===== src/rtl/matmul_pkg.sv =====
// Shared constants, widths and state types for the matmul output side.
// Used by the drain, its serializer and the bus interface.
package matmul_pkg;

    localparam int R_DEF   = 8;
    localparam int C_DEF   = 8;
    localparam int W_X_DEF = 8;
    localparam int W_K_DEF = 8;
    localparam int W_O_DEF = 8;

    typedef enum logic {
        S_IDLE,
        S_SEND
    } ser_state_e;

    function automatic int depth(input int c);
        return $clog2(c);
    endfunction

    function automatic int w_y(input int w_x, input int w_k, input int c);
        return w_x + w_k + depth(c);
    endfunction

    function automatic int beats(input int tot, input int w_o);
        return (tot + w_o - 1) / w_o;
    endfunction

endpackage


===== src/rtl/matvec_drain_if.sv =====
// Multiplier-side and beat-stream signals of the drain.
// slave is the drain's view, master the environment's view.
interface matvec_drain_if
    import matmul_pkg::*;
#(
    parameter int R   = R_DEF,
    parameter int C   = C_DEF,
    parameter int W_X = W_X_DEF,
    parameter int W_K = W_K_DEF,
    parameter int W_O = W_O_DEF
) ();

    localparam int TOT = R * w_y(W_X, W_K, C);

    logic           in_valid;
    logic           in_ready;
    logic           cen;
    logic [TOT-1:0] y;
    logic [W_O-1:0] m_data;
    logic           m_valid;
    logic           m_ready;
    logic           m_last;

    modport slave (
        input  in_valid, y, m_ready,
        output in_ready, cen, m_data, m_valid, m_last
    );

    modport master (
        output in_valid, y, m_ready,
        input  in_ready, cen, m_data, m_valid, m_last
    );

endinterface


===== src/rtl/matvec_drain_ser.sv =====
// One-deep result buffer streamed out as W_O-bit beats, LSB first.
// o_ready is high when the buffer can take i_load on this edge.
module matvec_drain_ser
    import matmul_pkg::*;
#(
    parameter int TOT = 18,
    parameter int W_O = 8
) (
    input  logic           clk,
    input  logic           rst_n,
    input  logic           i_load,
    input  logic [TOT-1:0] i_data,
    output logic           o_ready,
    output logic [W_O-1:0] o_data,
    output logic           o_valid,
    output logic           o_last,
    input  logic           i_m_ready
);

    localparam int BEATS = beats(TOT, W_O);
    localparam int PW    = BEATS * W_O;
    localparam int BW    = (BEATS > 1) ? $clog2(BEATS) : 1;
    localparam logic [BW-1:0] LASTB = BW'(BEATS - 1);

    ser_state_e    r_state;
    ser_state_e    w_nstate;
    logic [PW-1:0] r_buf;
    logic [BW-1:0] r_beat;
    logic          w_full;
    logic          w_fire;
    logic          w_end;
    logic          w_load;

    assign w_full = (r_state == S_SEND);
    assign w_fire = w_full && i_m_ready;
    assign w_end  = w_fire && (r_beat == LASTB);
    assign w_load = i_load && !w_full;

    always_ff @(posedge clk) begin
        if (!rst_n) begin
            r_state <= S_IDLE;
        end else begin
            r_state <= w_nstate;
        end
    end

    always_comb begin
        w_nstate = r_state;
        unique case (r_state)
            S_IDLE: if (w_load) w_nstate = S_SEND;
            S_SEND: if (w_end) w_nstate = S_IDLE;
            default: w_nstate = S_IDLE;
        endcase
    end

    // Buffer is zero-extended so the tail of the last beat reads as 0.
    always_ff @(posedge clk) begin
        if (!rst_n) begin
            r_buf  <= '0;
            r_beat <= '0;
        end else if (w_load) begin
            r_buf  <= PW'(i_data);
            r_beat <= '0;
        end else if (w_fire) begin
            r_beat <= w_end ? '0 : r_beat + BW'(1);
        end
    end

    assign o_ready = !w_full;
    assign o_valid = w_full;
    assign o_last  = w_full && (r_beat == LASTB);
    assign o_data  = w_full ? r_buf[int'(r_beat) * W_O +: W_O] : '0;

endmodule


===== src/rtl/matvec_drain.sv =====
// Multiplier valid tracking and clock-enable, feeding the beat serializer.
// cen depends on registered state only, never on m_ready.
module matvec_drain
    import matmul_pkg::*;
#(
    parameter int R   = R_DEF,
    parameter int C   = C_DEF,
    parameter int W_X = W_X_DEF,
    parameter int W_K = W_K_DEF,
    parameter int W_O = W_O_DEF
) (
    input logic           clk,
    input logic           rst_n,
    matvec_drain_if.slave bus
);

    localparam int LAT = depth(C) + 1;
    localparam int W_Y = w_y(W_X, W_K, C);
    localparam int TOT = R * W_Y;

    logic [LAT-1:0] r_vpipe;
    logic [LAT-1:0] w_vnext;
    logic           w_head;
    logic           w_ready;
    logic           w_cen;

    assign w_head = r_vpipe[LAT-1];
    assign w_cen  = !(w_head && !w_ready);

    always_comb begin
        w_vnext    = '0;
        w_vnext[0] = bus.in_valid;
        for (int i = 1; i < LAT; i++) begin
            w_vnext[i] = r_vpipe[i-1];
        end
    end

    // Shifting with cen consumes the head in the same edge it is captured.
    always_ff @(posedge clk) begin
        if (!rst_n) begin
            r_vpipe <= '0;
        end else if (w_cen) begin
            r_vpipe <= w_vnext;
        end
    end

    assign bus.cen      = w_cen;
    assign bus.in_ready = w_cen;

    matvec_drain_ser #(
        .TOT(TOT),
        .W_O(W_O)
    ) u_ser (
        .clk      (clk),
        .rst_n    (rst_n),
        .i_load   (w_head && w_ready),
        .i_data   (bus.y),
        .o_ready  (w_ready),
        .o_data   (bus.m_data),
        .o_valid  (bus.m_valid),
        .o_last   (bus.m_last),
        .i_m_ready(bus.m_ready)
    );

endmodule


===== src/flat_wrapper.sv =====
// flat-port wrapper written by rule: the top's interface ports become plain ports
module matvec_drain_flat import matmul_pkg::*;
#(
    parameter int R   = R_DEF,
    parameter int C   = C_DEF,
    parameter int W_X = W_X_DEF,
    parameter int W_K = W_K_DEF,
    parameter int W_O = W_O_DEF
)
  (clk, rst_n, bus_in_valid, bus_y, bus_m_ready, bus_in_ready, bus_cen, bus_m_data, bus_m_valid, bus_m_last);
  matvec_drain_if #(.R(R), .C(C), .W_X(W_X), .W_K(W_K), .W_O(W_O)) bus_i ();
  input logic clk;
  input logic rst_n;
  input wire logic [$bits(bus_i.in_valid)-1:0] bus_in_valid;
  input wire logic [$bits(bus_i.y)-1:0] bus_y;
  input wire logic [$bits(bus_i.m_ready)-1:0] bus_m_ready;
  output wire logic [$bits(bus_i.in_ready)-1:0] bus_in_ready;
  output wire logic [$bits(bus_i.cen)-1:0] bus_cen;
  output wire logic [$bits(bus_i.m_data)-1:0] bus_m_data;
  output wire logic [$bits(bus_i.m_valid)-1:0] bus_m_valid;
  output wire logic [$bits(bus_i.m_last)-1:0] bus_m_last;
  assign bus_i.in_valid = bus_in_valid;
  assign bus_i.y = bus_y;
  assign bus_i.m_ready = bus_m_ready;
  assign bus_in_ready = bus_i.in_ready;
  assign bus_cen = bus_i.cen;
  assign bus_m_data = bus_i.m_data;
  assign bus_m_valid = bus_i.m_valid;
  assign bus_m_last = bus_i.m_last;
  matvec_drain #(.R(R), .C(C), .W_X(W_X), .W_K(W_K), .W_O(W_O)) u_core (.clk(clk), .rst_n(rst_n), .bus(bus_i));
endmodule

===== config.mk =====
export PLATFORM = sky130hd
export DESIGN_NAME = matvec_drain_flat
export DESIGN_NICKNAME = d
export VERILOG_FILES = /design/src/rtl/matmul_pkg.sv /design/src/rtl/matvec_drain_if.sv /design/src/rtl/matvec_drain_ser.sv /design/src/rtl/matvec_drain.sv /design/src/flat_wrapper.sv
export SDC_FILE = /design/constraint.sdc
export NUM_CORES = 1
export LEC_CHECK = 0
export BUFFER_PORTS_ARGS = -buffer_cell sky130_fd_sc_hd__buf_2
export CAP_MARGIN = 25
export CORE_UTILIZATION = 40
export CTS_BUF_LIST = sky130_fd_sc_hd__clkbuf_16
export DETAILED_ROUTE_END_ITERATION = 12
export GPL_ROUTABILITY_DRIVEN = 0
export PLACE_DENSITY_LB_ADDON = 0.25
export SLEW_MARGIN = 20
export SYNTH_ARGS = -nofsm -noshare
export SYNTH_HDL_FRONTEND = slang
export SYNTH_SLANG_ARGS = --single-unit

===== constraint.sdc =====
create_clock -name clk -period 5.2 [get_ports clk]
set_clock_uncertainty 0.05 [all_clocks]
set_input_delay 0.78 -clock clk [delete_from_list [all_inputs] [get_ports clk]]
set_output_delay 0.78 -clock clk [all_outputs]
set_load 0.01 [all_outputs]

==> metrics.txt, run 1 <==
Pins Over Slew Limit=0; CTS clk-pin slew, worst paths=0.06 ns; #FFs+latches synth=162; vias post-DR=5,976; ys flop type=dfxtp_1; worst-skew pair later-pin latency=0.42 ns; CP required=4.37 ns; Max Root-Sink Buffers=2; post-route ant nets=0; DP HPWL=13,450 µm; Worst R2R Path Depth=4; Layout area overhead=18.95%; ranking of synthesized cells by area=dfxtp_1, nand2_1, a21boi_0, mux4_2, mux2i_1; slack of the critical path=1.487 ns; Register-to-Register Setup Slack=2.90 ns; Warnings, synthesis=0; die area=18,860 µm²; fmax=269.3 MHz; setup violators final=0; Syn Inst Count=831; Die Y=137.3 µm; clock sinks=162; cell area power density=290.9 nW/µm²; Port Buffers=167; pre-CTS setup slack=1.890 ns; fill cell count=1,763; Final Cycle Share=71.41%; Crit Path Class=register to output port; Initial Utilization=40.79%; Max-Cap Viols=0; Worst VDD drop=0.2220 mV; DRC=0; Worst Hold Class=register to register; share of layout cells above drive strength 1=23.22%; fin crit period=3.713 ns; CP arrival=2.88 ns; area leader, netlist=dfxtp_1; global-route wire length before repair=28,450 µm; NumNets Final=1,114; Hold-fix buffers, CTS=0; number of synthesized flops with an enable pin=0; CTS buffer count=17; setup bufs post-CTS=0; final wirelength=18,650 µm; fraction of registers with async set/reset=0%; setup TNS=0 ns; Min-Delay Endpoint=u_core.u_ser.r_buf[80]; synth unique cells=34; core area=17,960 µm²; DP Cell Count=1,165; FF+latch area=3248 µm²; 1st-iter DRT viols=417; Mapped Area=7327 µm²; num ports=168; All-Layer GR Usage=20.53%; vias in the first global route=5,355; status=completed; Chip Width=137.3 µm; non-filler cells, final=1,198; critical path launch point=u_core.u_ser.r_beat[1]; Seq/Total Area, Yosys=44.26%; Crit Path Max Fanout=28; TritonCTS clock tree=done; Worst Hold Depth=2; TritonRoute pass-1 iters=5; Hold Startpoint=u_core.u_ser.r_buf[80]; vias per cell=4.988; drt wl/cell=15.57 µm; syn nets=989; Hold Vio Cnt, Final=0; Worst R2R Start=u_core.u_ser.o_valid; Max-slew headroom=44.79%; # resized after CTS=0; post-synth top area share=44.26%; Max H-tree Level=4; actual slew at the worst max-slew pin=0.8282 ns; gr ovfl total=0; Reg-to-Reg End=u_core.u_ser.r_buf[18]; num rows=49; static leakage=3.107 nW; Syn Area/Cell=8.817 µm²; antenna violations before repair=0; unrepaired setup endpoints after global routing=no; critical path capture point type=output port; multi-input logic area=3739 µm²; CP startpoint kind=register; pin count of the biggest net entering global routing=92; Root Driver=clkbuf_16; # diodes=0
cell type report:
class / count / share of cell area (%)
multi-input cells: 600 / 42.89
flip-flops and latches: 162 / 37.27
repair buffers: 174 / 10.45
clock buffers: 17 / 4.881
well taps: 229 / 3.287
clock inverters: 15 / 1.177
inverters: 1 / 0.04307
where the power goes:
part	leakage, nW	total, mW	switching [mW]	internal [mW]
sequential	1.31	1.27	0.0116	1.26
clock	0.257	1.13	0.488	0.643
combinational	1.54	0.135	0.0618	0.0736
how the worst max path moves through the flow:
stage                               end  slack, ns  cells past startpoint
after floorplan              bus_m_last       2.90                      5
after global placement    bus_m_data[3]       1.92                      5
after detailed placement  bus_m_data[3]       1.89                      5
after CTS                 bus_m_data[3]       1.42                      5
after global routing      bus_m_data[3]       1.33                      5
final                     bus_m_data[3]       1.49                      5
state kept, by name, indices dropped and copies added (netlist names):
| register | count |
|---|---|
| u_core.r_vpipe | 4 |
| u_core.u_ser.o_valid | 1 |
| u_core.u_ser.r_beat | 5 |
| u_core.u_ser.r_buf | 152 |
cell usage after synthesis, types with 9 or more instances:
library cell,count
dfxtp_1,162
nand2_1,319
nor2_1,9
a21boi_1,13
clkbuf_1,29
a21boi_0,142
buf_4,13
mux4_2,19
buf_2,21
mux2i_1,32
logic make-up (layout without fill, tap and decap cells):
| kind of cell | count (synthesis) | after routing | synth area share, % |
|---|---|---|---|
| AND/OR/NAND/NOR | 348 | 348 | 18.51 |
| AO/OA/AOI/OAI | 190 | 190 | 19.40 |
| multiplexers | 56 | 56 | 12.00 |
| adder cells (fa/ha/maj) | 2 | 2 | 0.3415 |
| buffers and inverters | 69 | 207 | 5.003 |
| flip-flops | 162 | 162 | 44.26 |
| XOR/XNOR | 4 | 4 | 0.4782 |
stage by stage:
step	hold slack [ns]	power (mW)	utilization, %	instance area (µm²)
after floorplan	0.3804	1.357	-	7327
after global placement	0.3964	1.433	45.38	8152
after detailed placement	0.3983	1.434	45.38	8152
after CTS	0.4072	2.562	48.32	8680
after global routing	0.4287	2.632	48.52	8716
final	0.4036	2.536	48.52	8716
metal layers:
metal  share of wire [%]  up-vias  track usage, %
met5                   0        -               0
met4                 1.1        0           5.495
met3                 5.4       16           4.194
met2                  46      151           32.94
met1                  47     2748           27.96
li1                    -     3061               -
critical path, cell delays in order, from the launching register on:
cell      delay [ns]
dfxtp_2         0.87
buf_4           0.39
mux4_1          0.59
mux2i_1         0.27
o211ai_1        0.16
buf_2           0.17
cell usage in the layout, fill, tap and decap left out, types with 2 or more instances in the layout:
master	count
o2bb2ai_1	8
clkinv_2	4
mux4_2	19
nor2_1	9
nand3_1	8
a21oi_1	3
nand2_1	319
buf_4	7
a21boi_0	142
o211ai_1	7
a21boi_1	13
ha_1	2
dfxtp_1	160
clkinvlp_4	4
mux4_1	5
inv_1	2
buf_2	166
mux2i_1	32
o21ai_1	8
clkinv_1	4
nor2b_1	3
a221oi_1	7
xnor2_1	3
clkbuf_16	17
(Power assumes the default switching activity.)
==> run 2, diff against run 1 <==
Settings changed: ABC_AREA from default to 1.
Clock period 5.2 ns to 3.65 ns, I/O delays scaled along.
==> metrics.txt, run 2 <==
status=completed (unchanged); unrepaired setup endpoints after global routing=no (unchanged); Layout area overhead=18.43% (was 18.95%); CP startpoint kind=register (unchanged); fin crit period=3.051 ns; critical path capture point type=output port (unchanged); Commonest cells post-synth=nand2_1, nor2_1, o21ai_0 (was nand2_1, dfxtp_1, a21boi_0); antenna violations before repair=0 (unchanged); vias post-DR=7,240 (was 5,976); number of flip-flops in the largest register=152 (unchanged); syn nets=1,267 (was 989); actual slew at the worst max-slew pin=0.8256 ns (was 0.8282 ns); CP required=3.05 ns (was 4.37 ns); num rows=49 (unchanged); slack of the critical path=0.5993 ns (was 1.487 ns); final wirelength=21,030 µm (was 18,650 µm); Register-to-Register Setup Slack=1.68 ns (was 2.90 ns); Initial Utilization=40.98% (was 40.79%); Hold Vio Cnt, Final=0 (unchanged); static leakage=4.207 nW (was 3.107 nW); Min-Delay Endpoint=u_core.u_ser.r_buf[148] (was u_core.u_ser.r_buf[80]); total power=3.774 mW (was 2.536 mW); num ports=168 (unchanged); vias in the first global route=6,560 (was 5,355); Max Root-Sink Buffers=2 (unchanged); CTS clk-pin slew, worst paths=0.07 ns (was 0.06 ns); CTS buffer count=17 (unchanged); 1st-iter DRT viols=600 (was 417); setup TNS=0 ns (unchanged); Warnings, synthesis=0 (unchanged); TritonRoute pass-1 iters=6 (was 5); Hold-fix buffers, CTS=0 (unchanged); share of power burned in the clock network=44.7% (was 44.6%); Worst R2R Path Depth=7 (was 4); area leader, netlist=dfxtp_1 (unchanged); pin count of the biggest net entering global routing=109 (was 92); clock sinks=162 (unchanged); most common cell after layout, fill and taps aside=nand2_1 (unchanged); commonest non-fill, non-tap cells in the layout=nand2_1, nor2_1, o21ai_0, buf_2, dfxtp_1 (was nand2_1, buf_2, dfxtp_1, a21boi_0, mux2i_1); Chip Width=137.9 µm (was 137.3 µm); gr ovfl total=0 (unchanged); setup bufs post-CTS=0 (unchanged); DRC=0 (unchanged); Crit Path Max Fanout=75 (was 28); drt wl/cell=14.31 µm (was 15.57 µm); Max-Cap Viols=0 (unchanged); Worst Hold Class=input port to register (was register to register); Flop pwr share=48.4% (was 50.1%); number of synthesized flops with an enable pin=0 (unchanged); Reg with most FFs=u_core.u_ser.r_buf (unchanged); Worst Hold Depth=3 (was 2); die area=19,020 µm² (was 18,860 µm²); # resized after CTS=0 (unchanged); Max H-tree Level=4 (unchanged); All-Layer GR Usage=22.45% (was 20.53%); Pint=2.909 mW (was 1.974 mW); CP arrival=2.45 ns (was 2.88 ns); NumNets Final=1,386 (was 1,114); # diodes=0 (unchanged); post-synth top area share=43.90% (was 44.26%); ranking of synthesized cells by area=dfxtp_1, nand2_1, o21ai_0, nor2_1, a21oi_1 (was dfxtp_1, nand2_1, a21boi_0, mux4_2, mux2i_1); fmax=327.8 MHz; cell area power density=431.4 nW/µm² (was 290.9 nW/µm²); core area=18,020 µm² (was 17,960 µm²); switch share=22.93% (was 22.14%); vias per cell=4.925 (was 4.988); most frequent cell after synthesis=nand2_1 (unchanged); Comb pwr share=6.9% (was 5.3%); Pins Over Slew Limit=0 (unchanged); Port Buffers=167 (unchanged); Reg-to-Reg End=u_core.u_ser.r_beat[4] (was u_core.u_ser.r_buf[18]); largest registers=u_core.u_ser.r_buf: 152 flops, u_core.u_ser.r_beat: 5 flops, u_core.r_vpipe: 4 flops (unchanged); Sw Pwr=0.8653 mW (was 0.5615 mW); synth unique cells=24 (was 34); fill cell count=1,924 (was 1,763); Crit Path Class=register to output port (unchanged); share of layout cells above drive strength 1=17.41% (was 23.22%); Hold Startpoint=bus_y[148] (was u_core.u_ser.r_buf[80]); Worst VDD drop=0.3198 mV (was 0.2220 mV); TritonCTS clock tree=done (unchanged); #FFs+latches synth=162 (unchanged); post-route ant nets=0 (unchanged); pre-CTS setup slack=1.069 ns (was 1.890 ns); worst-skew pair later-pin latency=0.42 ns (about the same); DP HPWL=14,420 µm (was 13,450 µm); Die Y=137.9 µm (was 137.3 µm); ys flop type=dfxtp_1 (unchanged); Syn Inst Count=1,109 (was 831); Mapped Area=7387 µm² (was 7327 µm²); Max-slew headroom=44.96% (was 44.79%); setup violators final=0 (unchanged); fraction of registers with async set/reset=0% (unchanged); Worst R2R Start=u_core.u_ser.r_beat[0] (was u_core.u_ser.o_valid); global-route wire length before repair=32,820 µm (was 28,450 µm); Seq/Total Area, Yosys=43.90% (was 44.26%); Root Driver=clkbuf_16 (unchanged); Final Cycle Share=83.58%; Syn Area/Cell=6.661 µm² (was 8.817 µm²)
run 2: changes by cell type in the layout (fill, tap and decap cells not counted), sizes merged, moves of 37 or more:
| cell | change |
|---|---|
| a21boi | -155 |
| a21oi | +80 |
| inv | +85 |
| o21ai | +173 |
| nor2 | +176 |
| nand2 | -37 |
run 2: final cells by class:
type | instances | area (µm²) | area share (%)
Clock buffer | 17 | 425.4 | 4.863
Clock inverter | 15 | 125.1 | 1.430
Multi-Input combinational cell | 782 | 3379 | 38.63
Sequential cell | 162 | 3246 | 37.10
Tap cell | 229 | 286.5 | 3.275
Inverter | 88 | 335.3 | 3.833
Timing Repair Buffer | 177 | 950.9 | 10.87
run 2: how the worst max path moves through the flow:
stage | from | end | depth (start not counted)
3_3_place_gp | u_core.u_ser.r_beat[0] | bus_m_data[0] | 10
4_1_cts | u_core.u_ser.r_beat[0] | bus_m_data[0] | 10
5_1_grt | u_core.u_ser.r_beat[0] | bus_m_data[4] | 10
6_report | u_core.u_ser.r_beat[0] | bus_m_data[0] | 10
2_1_floorplan | u_core.u_ser.r_beat[0] | bus_m_data[2] | 10
3_5_place_dp | u_core.u_ser.r_beat[0] | bus_m_data[0] | 10
run 2: cells by family after synthesis:
family                   after synthesis  synth area share [%]
buffers and inverters                165                 10.45
AND/OR/NAND/NOR                      513                 27.10
adder cells (fa/ha/maj)                2                0.3387
flip-flops                           162                 43.90
AO/OA/AOI/OAI                        265                 17.97
XOR/XNOR                               2                0.2372
run 2: layer usage:
layer | share of wire (%) | vias up | wire [µm] | global-route usage (%)
li1 | - | 3744 | - | -
met1 | 48 | 3235 | 10170 | 31.81
met2 | 44 | 238 | 9288 | 34.50
met3 | 5.8 | 23 | 1225 | 4.203
met4 | 1.6 | 0 | 347 | 6.461
met5 | 0 | - | 0 | 0
run 2: worst max-delay path, cell delays in order (launching register included):
cell and delay [ns]:
dfxtp_2 0.33, buf_4 0.63, nand2_1 0.13, nand2_1 0.12
nand2_1 0.08, nand2_1 0.12, nand2_1 0.07, nand2_1 0.06
o21ai_1 0.09, a21oi_1 0.18, buf_2 0.16
run 2: metrics by stage:
step           cells  cell area (µm²)  hold WS (ns)  util [%]
2_1_floorplan   1109             7387        0.3792         -
3_3_place_gp    1438             8198        0.3895     45.48
3_5_place_dp    1438             8198        0.3937     45.48
4_1_cts         1470             8748        0.2849     48.54
5_1_grt         1470             8748        0.3026     48.54
6_report        1470             8748        0.2931     48.54
run 2: power groups by stage:
stage / clock network (mW) / registers [mW] / logic, mW
finish: 1.69 / 1.83 / 0.261
global route: 1.79 / 1.83 / 0.295
CTS: 1.71 / 1.83 / 0.262
detailed placement: 0 / 1.87 / 0.259
global placement: 0 / 1.87 / 0.260
floorplan: 0 / 1.86 / 0.137
==> run 3, diff against run 2 <==
Settings changed: ABC_AREA 1 to 0.
Clock period 3.65 ns to 2.6 ns, I/O delays scaled along.
==> metrics.txt, run 3 (synthesis gave the netlist of run 1 again) <==
# diodes=0 (unchanged); FF+latch area=3251 µm² (was 3246 µm²); CTS buffer count=17 (unchanged); CP required=2.16 ns (was 3.05 ns); Max-Cap Viols=0 (unchanged); drt wl/cell=15.78 µm (was 14.31 µm); cell area power density=590.3 nW/µm² (was 431.4 nW/µm²); Reg with most FFs=u_core.u_ser.r_buf (unchanged); CTS clk-pin slew, worst paths=0.06 ns (was 0.07 ns); num rows=49 (unchanged); fill cell count=1,753 (was 1,924); TritonCTS clock tree=done (unchanged); global-route wire length before repair=29,240 µm (was 32,820 µm); Crit Path Class=register to output port (unchanged); DP HPWL=13,920 µm (was 14,420 µm); number of flip-flops in the largest register=152 (unchanged); Chip Width=137.3 µm (was 137.9 µm); Layout area overhead=23.09% (was 18.43%); vias in the first global route=5,613 (was 6,560); CP startpoint kind=register (unchanged); CP arrival=2.12 ns (was 2.45 ns); worst-path cell chain=buf_12 > mux4_1 > mux2i_2 > o211ai_1 > buf_2 (was buf_4 > nand2_1 > nand2_1 > nand2_1 > nand2_1 > nand2_1 > nand2_1 > o21ai_1 > a21oi_1 > buf_2); Max H-tree Level=4 (unchanged); non-filler cells, final=1,210 (was 1,470); Initial Utilization=40.79% (was 40.98%); commonest non-fill, non-tap cells in the layout=nand2_1, buf_2, dfxtp_1, a21boi_0, mux2i_1 (was nand2_1, nor2_1, o21ai_0, buf_2, dfxtp_1); crit-path max cell delay=0.57 ns (was 0.63 ns); vias per cell=4.975 (was 4.925); placed inst area=8292 µm² (was 8198 µm²); multi-input logic area=3767 µm² (was 3379 µm²); Max-slew headroom=66.61% (was 44.96%); largest registers=u_core.u_ser.r_buf: 152 flops, u_core.u_ser.r_beat: 5 flops, u_core.r_vpipe: 4 flops (unchanged); status=completed (unchanged); NumNets Final=1,126 (was 1,386); clock sinks=162 (unchanged); static leakage=3.207 nW (was 4.207 nW); TritonRoute pass-1 iters=4 (was 6); pin count of the biggest net entering global routing=107 (was 109); DP Cell Count=1,172 (was 1,438); num ports=168 (unchanged); critical path capture point type=output port (unchanged); gr ovfl total=0 (unchanged); Hold Vio Cnt, Final=0 (unchanged); most common cell after layout, fill and taps aside=nand2_1 (unchanged); 1st-iter DRT viols=382 (was 600); Final Cycle Share=98.65%; fmax=389.9 MHz; final wirelength=19,100 µm (was 21,030 µm); vias post-DR=6,020 (was 7,240); core area=17,960 µm² (was 18,020 µm²); Die Y=137.3 µm (was 137.9 µm); Root Driver=clkbuf_16 (unchanged); Max Root-Sink Buffers=2 (unchanged); antenna violations before repair=0 (unchanged); fin crit period=2.565 ns; Crit Path Max Fanout=6 (was 75); actual slew at the worst max-slew pin=0.4998 ns (was 0.8256 ns); All-Layer GR Usage=21.05% (was 22.45%); post-route ant nets=0 (unchanged); worst-skew pair later-pin latency=0.43 ns (was 0.42 ns); DRC=0 (unchanged); die area=18,860 µm² (was 19,020 µm²); Worst Hold Class=input port to register (unchanged); Pins Over Slew Limit=0 (unchanged); critical path's slowest cell=mux4_1 (was buf_4); Worst VDD drop=0.4852 mV (was 0.3198 mV); Hold-fix buffers, CTS=0 (unchanged); Port Buffers=167 (unchanged); unrepaired setup endpoints after global routing=yes (was no); share of layout cells above drive strength 1=24.97% (was 17.41%); post-route cell area=9019 µm² (was 8748 µm²); setup violators final=0 (unchanged)
## run 3: layer usage
metal / up-vias / part of all wire (%) / global-route usage (%)
met1: 2758 / 46 / 27.15
met3: 21 / 5.1 / 4.783
met4: 0 / 1.7 / 6.471
met2: 161 / 47 / 34.88
li1: 3080 / - / -
met5: - / 0 / 0
## run 3: area by class of cell
| class | count | share of cell area, % |
|---|---|---|
| Clock buffer | 17 | 4.717 |
| Clock inverter | 15 | 1.873 |
| Inverter | 1 | 0.04162 |
| Multi-Input combinational cell | 600 | 41.77 |
| Sequential cell | 162 | 36.04 |
| Tap cell | 229 | 3.177 |
| Timing Repair Buffer | 186 | 12.38 |
## run 3: worst max-delay path, delay by kind of cell, from the launching register on
kind                   cells  cell delay [ns]
AO/OA/AOI/OAI              1             0.15
buffers and inverters      2             0.31
flip-flops                 1             0.42
multiplexers               2             0.81
## run 3: power breakdown
| group | switching [mW] | internal (mW) |
|---|---|---|
| Sequential | 0.0235 | 2.52 |
| Combinational | 0.125 | 0.152 |
| Clock | 1.01 | 1.50 |
## run 3: repair_timing
item,CTS,global route
setup buffers,0,4
pin swaps,0,0
gates resized for setup,4,8
cloned,0,2
setup endpoints to repair,8,8
## run 3: path summary, 6_finish.rpt
check                          startpoint                      end  depth (start not counted)  slack (ns)
hold reg to reg   u_core.u_ser.r_buf[116]  u_core.u_ser.r_buf[116]                          2        0.40
setup / recovery   u_core.u_ser.r_beat[1]            bus_m_data[1]                          5        0.04
setup reg to reg   u_core.u_ser.r_beat[0]   u_core.u_ser.r_beat[3]                          7        0.82
hold / removal                  bus_y[71]   u_core.u_ser.r_buf[71]                          3        0.15
## run 3: metrics by stage
stage | util [%] | power, mW | setup TNS [ns] | hold WS, ns | worst slack, ns
after global routing | 50.21 | 5.512 | -0.08161 | 0.1472 | -0.02324
after floorplan | - | 2.714 | 0 | 0.3804 | 0.6923
after global placement | 46.16 | 2.869 | 0 | 0.3897 | 0.3812
after CTS | 49.54 | 5.374 | 0 | 0.1332 | 0.005488
final | 50.21 | 5.324 | 0 | 0.1489 | 0.03508
after detailed placement | 46.16 | 2.871 | 0 | 0.3942 | 0.3688
